## src/rtl/calc_disp_pkg.sv

```systemverilog
// Shared types and constants for the calculator display path.
// Holds the BCD digit format, the converter FSM states and the overflow-limit helper.
package calc_disp_pkg;

  localparam int         BCD_W     = 4;
  localparam logic [3:0] BCD_BLANK = 4'hF;

  typedef enum logic [1:0] {
    IDLE,
    SHIFT,
    DONE
  } state_t;

  // Elaboration-time helper: 10**n, used to size the overflow limit.
  function automatic longint unsigned pow10(input int unsigned n);
    longint unsigned r;
    r = 1;
    for (int unsigned i = 0; i < n; i++) begin
      r = r * 10;
    end
    return r;
  endfunction

endpackage

```

## src/rtl/bcd_add3.sv

```systemverilog
// Double-dabble digit correction: a digit of 5 or more gets 3 added,
// so the following left shift carries correctly into the next digit.
module bcd_add3
  import calc_disp_pkg::*;
(
  input  logic [BCD_W-1:0] d,
  output logic [BCD_W-1:0] q
);

  assign q = (d >= 4'd5) ? d + 4'd3 : d;

endmodule

```

## src/rtl/bin_to_bcd_seq.sv

```systemverilog
// Sequential binary-to-BCD converter (shift-and-add-3, one bit per clock)
// with start/busy/valid handshake, feeding the 7-segment display path.
//
//   state | meaning
//   IDLE  | waiting for start; bcd_out/ovf hold the last result
//   SHIFT | one add-3 + shift per cycle, BIN_W cycles
//   DONE  | publish scratch (or blank code on overflow), pulse valid
module bin_to_bcd_seq
  import calc_disp_pkg::*;
#(
  parameter int BIN_W  = 14,
  parameter int DIGITS = 4
) (
  input  logic                      clk,
  input  logic                      rst,
  input  logic                      start,
  input  logic [BIN_W-1:0]          bin_in,
  output logic                      busy,
  output logic                      valid,
  output logic                      ovf,
  output logic [BCD_W*DIGITS-1:0]   bcd_out
);

  localparam int              SCR_W = BCD_W * DIGITS;
  localparam int              CNT_W = $clog2(BIN_W + 1);
  localparam longint unsigned LIMIT = pow10(DIGITS) - 1;

  state_t                   state, state_nxt;
  logic [BIN_W-1:0]         shift_reg;
  logic [SCR_W-1:0]         scratch;
  logic [SCR_W-1:0]         adjusted;
  logic [SCR_W+BIN_W-1:0]   shifted;
  logic [CNT_W-1:0]         cnt;
  logic                     ovf_pending;
  logic                     ovf_in;

  assign ovf_in  = 64'(bin_in) > LIMIT;
  assign busy    = (state != IDLE);

  for (genvar i = 0; i < DIGITS; i++) begin : g_add3
    bcd_add3 u_add3 (
      .d (scratch [i*BCD_W +: BCD_W]),
      .q (adjusted[i*BCD_W +: BCD_W])
    );
  end

  // Bits pushed out of the top digit are dropped; only reachable on overflow.
  assign shifted = {adjusted, shift_reg} << 1;

  always_ff @(posedge clk) begin
    if (rst) state <= IDLE;
    else     state <= state_nxt;
  end

  always_comb begin
    state_nxt = state;
    unique case (state)
      IDLE:    if (start) state_nxt = SHIFT;
      SHIFT:   if (cnt == CNT_W'(1)) state_nxt = DONE;
      DONE:    state_nxt = IDLE;
      default: state_nxt = IDLE;
    endcase
  end

  always_ff @(posedge clk) begin
    if (rst) begin
      shift_reg   <= '0;
      scratch     <= '0;
      cnt         <= '0;
      ovf_pending <= 1'b0;
      valid       <= 1'b0;
      ovf         <= 1'b0;
      bcd_out     <= '0;
    end else begin
      valid <= 1'b0;
      unique case (state)
        IDLE: begin
          if (start) begin
            shift_reg   <= bin_in;
            scratch     <= '0;
            cnt         <= CNT_W'(BIN_W);
            ovf_pending <= ovf_in;
          end
        end
        SHIFT: begin
          shift_reg <= shifted[BIN_W-1:0];
          scratch   <= shifted[SCR_W+BIN_W-1:BIN_W];
          cnt       <= cnt - CNT_W'(1);
        end
        DONE: begin
          valid <= 1'b1;
          if (ovf_pending) begin
            bcd_out <= {DIGITS{BCD_BLANK}};
            ovf     <= 1'b1;
          end else begin
            bcd_out <= scratch;
            ovf     <= 1'b0;
          end
        end
        default: ;
      endcase
    end
  end

endmodule
```

## config.mk

```make
export PLATFORM = sky130hd
export DESIGN_NAME = bin_to_bcd_seq
export DESIGN_NICKNAME = d
export VERILOG_FILES = /design/src/rtl/calc_disp_pkg.sv /design/src/rtl/bcd_add3.sv /design/src/rtl/bin_to_bcd_seq.sv
export SDC_FILE = /design/constraint.sdc
export NUM_CORES = 1
export LEC_CHECK = 0
export BUFFER_PORTS_ARGS = -buffer_cell sky130_fd_sc_hd__buf_2
export CORE_MARGIN = 4
export CORE_UTILIZATION = 45
export CTS_BUF_LIST = sky130_fd_sc_hd__clkbuf_4 sky130_fd_sc_hd__clkbuf_8
export DETAILED_ROUTE_END_ITERATION = 16
export PLACE_DENSITY = 0.65
export SLEW_MARGIN = 10
export SYNTH_ARGS = -nofsm -noshare
export SYNTH_HDL_FRONTEND = slang
export SYNTH_SLANG_ARGS = --single-unit
```

## constraint.sdc

```tcl
create_clock -name clk -period 2 [get_ports clk]
set_input_delay 0.2 -clock clk [delete_from_list [all_inputs] [get_ports clk]]
set_output_delay 0.2 -clock clk [all_outputs]
set_load 0.01 [all_outputs]
```

==> metrics.log <==
INFO  metric gpl.final_weighted_congestion = 0.741
INFO  metric synth.area.top_cells = dfxtp_1 45%, nor3_1 7.7%, nor2_1 6.8%, ha_1 5.1%, a311oi_1 4.6%
INFO  metric via_count_of_the_first_global_routing_pass = about 2,000
INFO  metric die-area = 6750 sq um
INFO  metric p_per_cell_area = 733 nW/um^2
INFO  metric timing.critical_path.fanout_max = 24
INFO  metric rsz0062_at_grt = false
INFO  metric core_footprint = 5200 sq um
INFO  metric critPathCapture = shift_reg[4]$_SDFFE_PP0P_
INFO  metric max-slew-margin-rel = 0.476
INFO  metric timing.setup.tns = 0 ns
INFO  metric setup_violations = 0
INFO  metric max_clock_buf_depth = 2
INFO  metric fillerInstances = 521
INFO  metric synth_fp_nets = 320
INFO  metric cts_tree = done
INFO  metric htreeDepth = 2
INFO  metric cts_setup_buffers = 0
INFO  metric synth_top_flop_cell = dfxtp_1
INFO  metric yosysSeqAreaShare = 0.445
INFO  metric insertion_delay = about 0.32 ns
INFO  metric yosys.cell_types.count = 31
INFO  metric vias_per_cell = 5.24
INFO  metric power.share.clock = 0.315
INFO  metric switching_power = 551 uW
INFO  metric final_routed_wire_length_divided_by_cell_count = 13.4 um
INFO  metric synthToLayoutAreaGrowth = 11.5%
INFO  metric placed_cells = ~380
INFO  metric r2r_start = state[0]$_SDFFE_PP0P_
INFO  metric area_taken_by_multi_input_logic_gates = 1210 sq um
INFO  metric final_net_count = between 300 and 400
INFO  metric postCtsResizedCells = 0
INFO  metric timing_max_transition_violations_final = 0
INFO  metric die_width = 82.1 um
INFO  metric critPathLaunch = state[0]$_SDFFE_PP0P_
INFO  metric post_synth.cell_area_avg = 8.44 sq um
INFO  metric combinationalPowerShare = 0.103
INFO  metric critPathSlowestCell = dfxtp_1
INFO  metric tightest_hold_check_type = in -> reg
INFO  metric synthMostInstantiatedCell = dfxtp_1
INFO  metric drt_first_iter_violations = 69
INFO  metric grt_overflow_total = 0
INFO  metric antenna_found_initial = 0
INFO  metric place_ws = 0.360 ns
INFO  metric power.share.sequential = 0.581
INFO  metric rr_endpoint = shift_reg[4]$_SDFFE_PP0P_
INFO  metric drc = 0
INFO  metric buffer_ports.inserted = 35
INFO  metric cts_hold_buffers = 0
INFO  metric worstPathBufferInverterCount = 1
INFO  metric crit_type = reg -> reg
INFO  metric totalWireLength = 5250 um
INFO  metric ff2ff_setup_slack = between 0.3 and 0.4 ns
INFO  metric placementRows = 26
INFO  metric grt_pass1_wl = 8850 um
INFO  metric final_period_minus_worst_setup_slack = roughly 1.6 ns
INFO  metric layout-drive-gt1-share = 0.171
INFO  metric leakagePower = 0.00114 uW
INFO  metric report.final.hold_viol_count = 0
INFO  metric timing.critical_path.slowest_cell_delay = between 0.5 and 0.6 ns
INFO  metric synth-edff-count = 0
INFO  metric cap_violations = 0
INFO  metric total_vias_in_the_final_route = ~2,100
INFO  metric antenna_violating_nets_post_route = 0
INFO  metric drt-pass1-iter-count = 4
INFO  metric finish.utilization = 0.530
INFO  metric die_y = around 82 um
INFO  metric fmax = 0.609 GHz
INFO  metric clk_pin_slew = approximately 0.1 ns
INFO  metric tritoncts_num_sinks = 55
INFO  metric internal_power = 1470 uW
INFO  metric yosysTopAreaCellShare = 0.445
INFO  metric grt_max_degree = 28
INFO  metric synth_common_cells = 55 x dfxtp_1, 45 x nor2_1, 38 x nor3_1
INFO  metric run_status = complete, no violations
INFO  metric yosys_register_bits = 55
INFO  metric global_route.usage.total = 0.174
INFO  metric peakVddDrop = between 500 and 600 uV
INFO  metric antenna_cells = 0
INFO  metric syn-cell-area = 2470 sq um
INFO  metric synth_top_cell_by_area = dfxtp_1
INFO  metric power_switching_share = 0.272
INFO  metric yosysWarnings = 0
INFO  metric crit_arrival = 1.86 ns
INFO  metric cts_buffers = 5
INFO  metric worstPathCellList = nor2_1, nor2_2, buf_4, nor2_1, a311oi_1
INFO  metric cts_root_buf = clkbuf_8
INFO  metric worstPathRequired = 2.22 ns
INFO  metric area_used_by_sequential_logic_in_the_layout = 1100 sq um
INFO  metric initial_core_util = 0.475
INFO  metric timing_worst_slew_pin_value = about 0.8 ns
INFO  metric fin_skew = 0.0128 ns
INFO  metric final.hold.worst_slack = 0.111 ns
INFO  metric io-pin-count = 36
INFO  metric cpLargestDelayFamily = flip-flops
INFO  metric postSynth.asyncResetShare = 0
INFO  metric crit_path_start_kind = register
INFO  metric finalNonFillerCells = 392
INFO  metric layout_setup_ws = 0.359 ns
INFO  metric syn-instance-count = between 200 and 300
INFO  metric path_depth = 5
INFO  metric reg2regPathDepth = 5
INFO  metric dpl.hpwl = roughly 3600 um
INFO  metric post-route-period-util = 0.820
INFO  metric crit_top_cell = nor2_1
INFO  metric worst_setup_path_end_kind = register
through the flow:
| stage | power (uW) | cell area (sq um) |
|---|---|---|
| after global routing | 2120 | 2760 |
| after CTS | 2040 | 2760 |
| after detailed placement | 1410 | 2670 |
| after global placement | 1400 | 2670 |
| final | 2020 | 2760 |
| after floorplan | 1350 | 2470 |
area by class of cell:
cell class	instances	share of cell area
flip-flops and latches	55	0.399
clock buffers	5	0.0250
clock inverters	3	0.00862
repair buffers	42	0.0826
inverters	11	0.0150
multi-input cells	206	0.438
well taps	70	0.0318
worst min path at each step:
stage,cells past startpoint,from,slack (ns),end
after floorplan,2,bin_in[0],0.35,shift_reg[0]$_SDFFE_PP0P_
after global placement,3,bin_in[0],0.44,shift_reg[0]$_SDFFE_PP0P_
after detailed placement,2,ovf$_SDFFE_PP0P_,0.45,ovf$_SDFFE_PP0P_
after CTS,3,bin_in[0],0.11,shift_reg[0]$_SDFFE_PP0P_
after global routing,3,bin_in[2],0.15,shift_reg[2]$_SDFFE_PP0P_
final,3,bin_in[0],0.11,shift_reg[0]$_SDFFE_PP0P_
worst register-to-register path, stage by stage, from the launching register on:
cell and delay (ns):
dfxtp_1 0.51, nor2_1 0.12, nor2_2 0.28, buf_4 0.32
nor2_1 0.07, a311oi_1 0.26
placed cells by master, fill, tap and decap left out, types with 2 or more instances in the layout:
master | netlist | layout
dfxtp_1 | 55 | 55
nor2_1 | 45 | 44
nor3_1 | 38 | 38
buf_2 | 8 | 35
nand2_1 | 27 | 27
a311oi_1 | 13 | 13
inv_1 | 11 | 11
a21oi_1 | 11 | 11
o21ai_0 | 11 | 11
a22o_1 | 10 | 10
ha_1 | 10 | 10
nand2b_1 | 7 | 7
buf_4 | 4 | 7
nand3_1 | 5 | 5
clkbuf_8 | 0 | 5
xnor2_1 | 4 | 4
mux2i_1 | 4 | 4
nor2b_1 | 3 | 3
a211oi_1 | 3 | 3
or2_2 | 2 | 2
a22oi_1 | 2 | 2
nand3b_1 | 2 | 2
xor2_1 | 2 | 2
clkinvlp_4 | 0 | 2
metal layers:
layer  vias to the layer above  part of all wire  GRT usage
li1                       1070                 -          -
met1                       929              0.48      0.209
met2                        39              0.45      0.284
met3                        15             0.039     0.0336
met4                         0             0.035      0.108
met5                         -                 0          0
kinds of logic after synthesis:
| family | synth area share |
|---|---|
| DFF | 0.445 |
| adders and majority gates | 0.0506 |
| muxes | 0.0162 |
| AOI/OAI and AO/OA | 0.150 |
| buffers and inverters | 0.0678 |
| xor gates and xnor gates | 0.0212 |
| and+or+nand+nor | 0.249 |
power by group through the flow:
stage	clock [uW]	sequential [uW]	combinational, uW
final	637	1180	209
after global routing	702	1180	240
after CTS	660	1170	210
after detailed placement	0	1200	210
after global placement	0	1200	206
after floorplan	0	1190	168
No activity file was read; power rests on OpenSTA's default activity.
